**config.mk**
```make
export PLATFORM = sky130hd
export DESIGN_NAME = mac_stream_ctrl
export DESIGN_NICKNAME = d
export VERILOG_FILES = /design/src/rtl/mac_stream_ctrl.sv
export SDC_FILE = /design/constraint.sdc
export NUM_CORES = 1
export LEC_CHECK = 0
export ABC_AREA = 1
export CAP_MARGIN = 20
export CORE_ASPECT_RATIO = 0.9
export CORE_MARGIN = 4
export CORE_UTILIZATION = 35
export CTS_CLUSTER_SIZE = 20
export DETAILED_ROUTE_END_ITERATION = 8
export DONT_BUFFER_PORTS = 1
export GPL_TIMING_DRIVEN = 1
export PLACE_DENSITY = 0.55
export SLEW_MARGIN = 20
export SYNTH_ARGS = -nofsm -noshare
export SYNTH_HDL_FRONTEND = slang
export SYNTH_SLANG_ARGS = --single-unit
```
**constraint.sdc**
```tcl
create_clock -name clk -period 11 [get_ports clk]
set_clock_uncertainty 0.2 [all_clocks]
set_input_delay 2.2 -clock clk [delete_from_list [all_inputs] [get_ports clk]]
set_output_delay 2.2 -clock clk [all_outputs]
set_load 0.1 [all_outputs]
```
**src/rtl/mac_stream_ctrl.sv**
```systemverilog
// mac_stream_ctrl: issues (activation, weight) pairs to an external MAC,
// chains the MAC result back as the next partial sum, presents the final
// psum after len pairs, and cross-checks every MAC result against its own
// recomputation.
//
// Handshakes: a transfer happens on a rising edge where valid and ready are
// both high; valid must hold (with stable data) until ready; ready may
// depend on state but never on the same-side valid.
module mac_stream_ctrl #(
   parameter int bw      = 4,
   parameter int psum_bw = 16,
   parameter int len     = 10,
   parameter int mac_lat = 1
) (
   input  logic               clk,
   input  logic               reset,
   input  logic               in_valid,
   output logic               in_ready,
   input  logic [bw-1:0]      in_x,
   input  logic [bw-1:0]      in_w,
   output logic [bw-1:0]      mac_a,
   output logic [bw-1:0]      mac_b,
   output logic [psum_bw-1:0] mac_c,
   input  logic [psum_bw-1:0] mac_out,
   output logic               out_valid,
   input  logic               out_ready,
   output logic [psum_bw-1:0] out_psum,
   output logic [7:0]         err_cnt,
   output logic               err_flag
);

   typedef enum logic [1:0] {
      ISSUE = 2'd0,
      WAIT  = 2'd1,
      DONE  = 2'd2
   } state_t;

   state_t state;
   state_t state_nxt;

   logic [psum_bw-1:0] acc;
   logic [psum_bw-1:0] exp_val;
   logic [7:0]         count;
   logic [2:0]         wait_cnt;

   logic [psum_bw-1:0] w_ext;
   logic [psum_bw-1:0] x_ext;
   logic [psum_bw-1:0] prod;
   logic               take_in;
   logic               capture;
   logic               last_pair;
   logic               mismatch;

   // Signed weight times unsigned activation, kept modulo 2^psum_bw.
   assign w_ext     = {{(psum_bw-bw){in_w[bw-1]}}, in_w};
   assign x_ext     = {{(psum_bw-bw){1'b0}}, in_x};
   assign prod      = w_ext * x_ext;

   assign take_in   = (state == ISSUE) && in_valid;
   assign capture   = (state == WAIT) && (wait_cnt == 3'd1);
   assign last_pair = (count == 8'(len - 1));
   assign mismatch  = capture && (mac_out != exp_val);

   // State register.
   always_ff @(posedge clk) begin
      if (reset) state <= ISSUE;
      else       state <= state_nxt;
   end

   // Next-state logic.
   always_comb begin
      state_nxt = state;
      case (state)
         ISSUE:   if (in_valid)  state_nxt = WAIT;
         WAIT:    if (capture)   state_nxt = last_pair ? DONE : ISSUE;
         DONE:    if (out_ready) state_nxt = ISSUE;
         default:                state_nxt = ISSUE;
      endcase
   end

   // Handshake outputs, forced low while reset is asserted.
   always_comb begin
      in_ready  = 1'b0;
      out_valid = 1'b0;
      if (!reset) begin
         in_ready  = (state == ISSUE);
         out_valid = (state == DONE);
      end
   end

   // Operand issue, result capture, accumulation and mismatch bookkeeping.
   always_ff @(posedge clk) begin
      if (reset) begin
         acc      <= '0;
         exp_val  <= '0;
         count    <= '0;
         wait_cnt <= '0;
         mac_a    <= '0;
         mac_b    <= '0;
         mac_c    <= '0;
         out_psum <= '0;
         err_cnt  <= '0;
         err_flag <= 1'b0;
      end else begin
         if (take_in) begin
            mac_a    <= in_x;
            mac_b    <= in_w;
            mac_c    <= acc;
            exp_val  <= acc + prod;
            wait_cnt <= 3'(mac_lat);
         end
         if (state == WAIT) begin
            wait_cnt <= wait_cnt - 3'd1;
         end
         if (capture) begin
            // Accumulate the MAC's own result so one bad result is counted once.
            acc <= mac_out;
            if (last_pair) begin
               count    <= '0;
               out_psum <= mac_out;
            end else begin
               count <= count + 8'd1;
            end
         end
         if (mismatch) begin
            err_flag <= 1'b1;
            if (err_cnt != 8'hFF) err_cnt <= err_cnt + 8'd1;
         end
         if ((state == DONE) && out_ready) begin
            acc <= '0;
         end
      end
   end

endmodule

```
==> impl_results.md <==
- Register area: approximately 1900 sq um
- Worst setup path class: input pin to flop
- Synth warn: 0
- Ports: 79
- DRT iter0 DRCs: between 200 and 300
- Fill cells: 1,556
- Area growth, synth to finish: 8.505%
- Die height: approximately 130 um
- Placer Congestion: just under 0.8
- HPWL after DPL: around 10 mm
- CTS tree: yes
- Compound-cell area share of the yosys netlist: 0.1280
- Register bit total from synthesis: 94
- Synth unique cells: 40
- Final WL: roughly 13 mm
- Crit share post-route: 0.5829
- RSZ-0062 raised after global routing: no
- P_leak: 0.002731 uW
- Count of input and output buffers: 0
- Total track usage: 0.1554
- Peak supply drop: ~0.11 mV
- Fin crit period: roughly 6.4 ns
- Clock Sinks: 94
- Relative slew slack: 0.2405
- DP Cell Count: 930
- Share of post-route cells with drive strength above 1: 0.07353
- Fmax achieved: between 150 and 200 MHz
- Adder-Cell Fraction of Synth Area: 0.1089
- Ant diodes: 0
- Post-synthesis cell area: between 5000 and 6000 sq um
- Clk Latency, worst-skew pair: roughly 0.35 ns
- Setup Fix Bufs, Post-CTS: 0
- Setup slack, reg-to-reg: around 8.4 ns
- Hold Path Depth: 2
- Post-Synth XOR/XNOR Area: 0.03107
- Synthesized instance count: approximately 750
- Chip Width: ~140 um
- CTS Buf Count: 9
- Mux share of post-synthesis cell area: 0
- Pwr Density: 150.0 nW/um^2
- Hold Buf Count CTS: 0
- Drt pass-1 iters: 4
- Post-synth EDFFs: 0
- Reg2Reg Depth: 7
- CORE AREA: roughly 15,000 sq um
- Post-cts sizing count: 0
- Final Hold Vio Count: 0
- Vias per cell: 4.722
- Post-Layout Cell Count: 946
- Max Slew Vio Count: 0
- Syn avg cell area: just over 7 sq um
- Tightest Pin Transition: 1.138 ns
- CP max FO: 6
- Die area: 17,350 sq um
- Number of global-route vias before repair: approximately 4,200
- Worst path required time: 11.06 ns
- CTS Buffer Depth: 2
- Wire per inst: ~14 um
- Status: finished clean
- Synth Area in Simple Gates: 0.2867
- Net count after synthesis: a little over 800
- Arr. time, crit path: around 6.5 ns
- First-pass GRT wire length: approximately 22 mm
- Crit. End Element: flop
- Min-Delay Path Class: flop to flop
- Ys async rst share: 0
- Starting Density: 0.3601
- Area of the multi-input gates: between 2000 and 3000 sq um
- Max-Cap Viols: 0
- CTS H-tree depth: 3
- Total grt overflow: 0
- Largest family of logic cells by synthesized area: simple AND/OR/NAND/NOR gates
- ANT nets after route: 0
- Root Buffer: clkbuf_16
- Initial antenna violation count: 1
- Layout net count: about 810
- Endpoints failing setup: 0
- Sequential-to-total area share from yosys stat: 0.3514
- Worst Setup Start Kind: input pin
- Largest net degree at the start of global routing: 37
- Clock Pin Slew Worst Setup and Hold Paths: roughly 0.070 ns
- Num rows: 42
- DRC: 0
- Vias: between 4,000 and 5,000
- Primary FF master, synth: dfxtp_1
- Setup TNS: 0 ns
[routing by layer]
metal / global-route usage / vias to the layer above / routed length, um
li1: - / 2391 / -
met1: 0.2109 / 1951 / 6360
met2: 0.2316 / 107 / 5394
met3: 0.06262 / 16 / 1129
met4: 0.03835 / 2 / 181
met5: 0 / - / 14
[sequential cells by signal (all words and copies together) (netlist names)]
| register | cells |
|---|---|
| err_cnt | 8 |
| count | 8 |
| exp_val | 16 |
| out_psum | 16 |
| mac_c | 16 |
| mac_b | 4 |
| mac_a | 4 |
| acc | 16 |
| err_flag | 1 |
| wait_cnt | 3 |
| state | 2 |
[final cells by class]
cell class	count	share of cell area
Clock buffer	9	0.03876
Clock inverter	7	0.01012
Inverter	99	0.06395
Multi-Input combinational cell	535	0.5125
Sequential cell	94	0.3239
Tap cell	198	0.04264
Timing Repair Buffer	4	0.008183
[cells in the mapped netlist (2+ instances only)]
cell	n	share of area
fa_1	6	0.022
buf_4	2	0.0028
nand3_1	43	0.040
nor3_1	4	0.0037
ha_1	37	0.086
xnor2_1	7	0.011
buf_2	9	0.0084
xor2_1	12	0.020
inv_2	5	0.0035
inv_1	94	0.066
buf_6	3	0.0063
dfxtp_1	94	0.35
nor2_1	98	0.069
o21bai_1	3	0.0042
nand2_1	163	0.11
nor2_2	3	0.0035
or2_2	3	0.0035
nand2_4	3	0.0063
nor3b_2	5	0.012
nand4_1	9	0.011
a21oi_2	2	0.0033
o21ai_0	43	0.040
clkbuf_1	9	0.0063
nand2_2	5	0.0058
a21oi_1	59	0.055
o21ai_1	14	0.013
a21o_1	3	0.0042
nor3_2	2	0.0037
[worst max-delay path, stage by stage]
cell      delay (ns)
inv_1           0.08
or2_2           0.31
fa_1            0.51
fa_1            0.57
fa_1            0.41
inv_1           0.07
ha_1            0.17
inv_1           0.05
fa_1            0.39
o21ai_0         0.18
a21oi_1         0.10
xnor2_1         0.19
ha_1            0.31
a21oi_1         0.23
a21boi_0        0.26
nand2_1         0.10
nand2_1         0.09
nand2_1         0.05
nand2_1         0.05
nand3_1         0.06
nand2_1         0.07
inv_1           0.03
[stage by stage]
step                instance area, sq um  hold slack (ns)    util  setup WS [ns]  power, uW
finish                              5811           0.2585  0.3907          4.588      871.4
global route                        5811           0.2839  0.3907          4.249      924.4
CTS                                 5811           0.2617  0.3907          4.602      885.6
detailed placement                  5527           0.2518  0.3716          4.231      579.9
global placement                    5527           0.2450  0.3716          4.302      580.0
floorplan                           5355           0.2390       -          4.001      550.5
[power breakdown]
group	total, uW	leakage, uW	internal, uW	switching (uW)
Clock	300	0.000133	156	144
Combinational	146	0.00183	53.9	92.5
Sequential	425	0.000767	358	67.3
[cell usage in the layout (no fill, tap or decap), types with 4 or more instances in the layout]
cell and n:
nand2_1 163, nor2_1 97, inv_1 94, dfxtp_1 94, a21oi_1 59, o21ai_0 43, nand3_1 43, ha_1 37
o21ai_1 14, xor2_1 12, clkbuf_16 10, nand4_1 9, xnor2_1 7, fa_1 6, nand2_2 5, inv_2 5
nor3b_2 5, nor2_2 4
[path summary, 6_finish.rpt]
path / end / start
worst min register to register: wait_cnt[1] / wait_cnt[1]
worst min-delay path: wait_cnt[1] / wait_cnt[1]
worst max register to register: exp_val[9] / state[1]
worst max-delay path: exp_val[12] / in_w[3]
[cells by family (layout without fill, tap and decap cells)]
family | count (synthesis) | after routing
buffers and inverters | 123 | 119
AO/OA/AOI/OAI | 129 | 129
adder cells (fa/ha/maj) | 43 | 43
flip-flops | 94 | 94
AND/OR/NAND/NOR | 344 | 344
XOR/XNOR | 19 | 19
No activity file was read; power rests on OpenSTA's default activity.
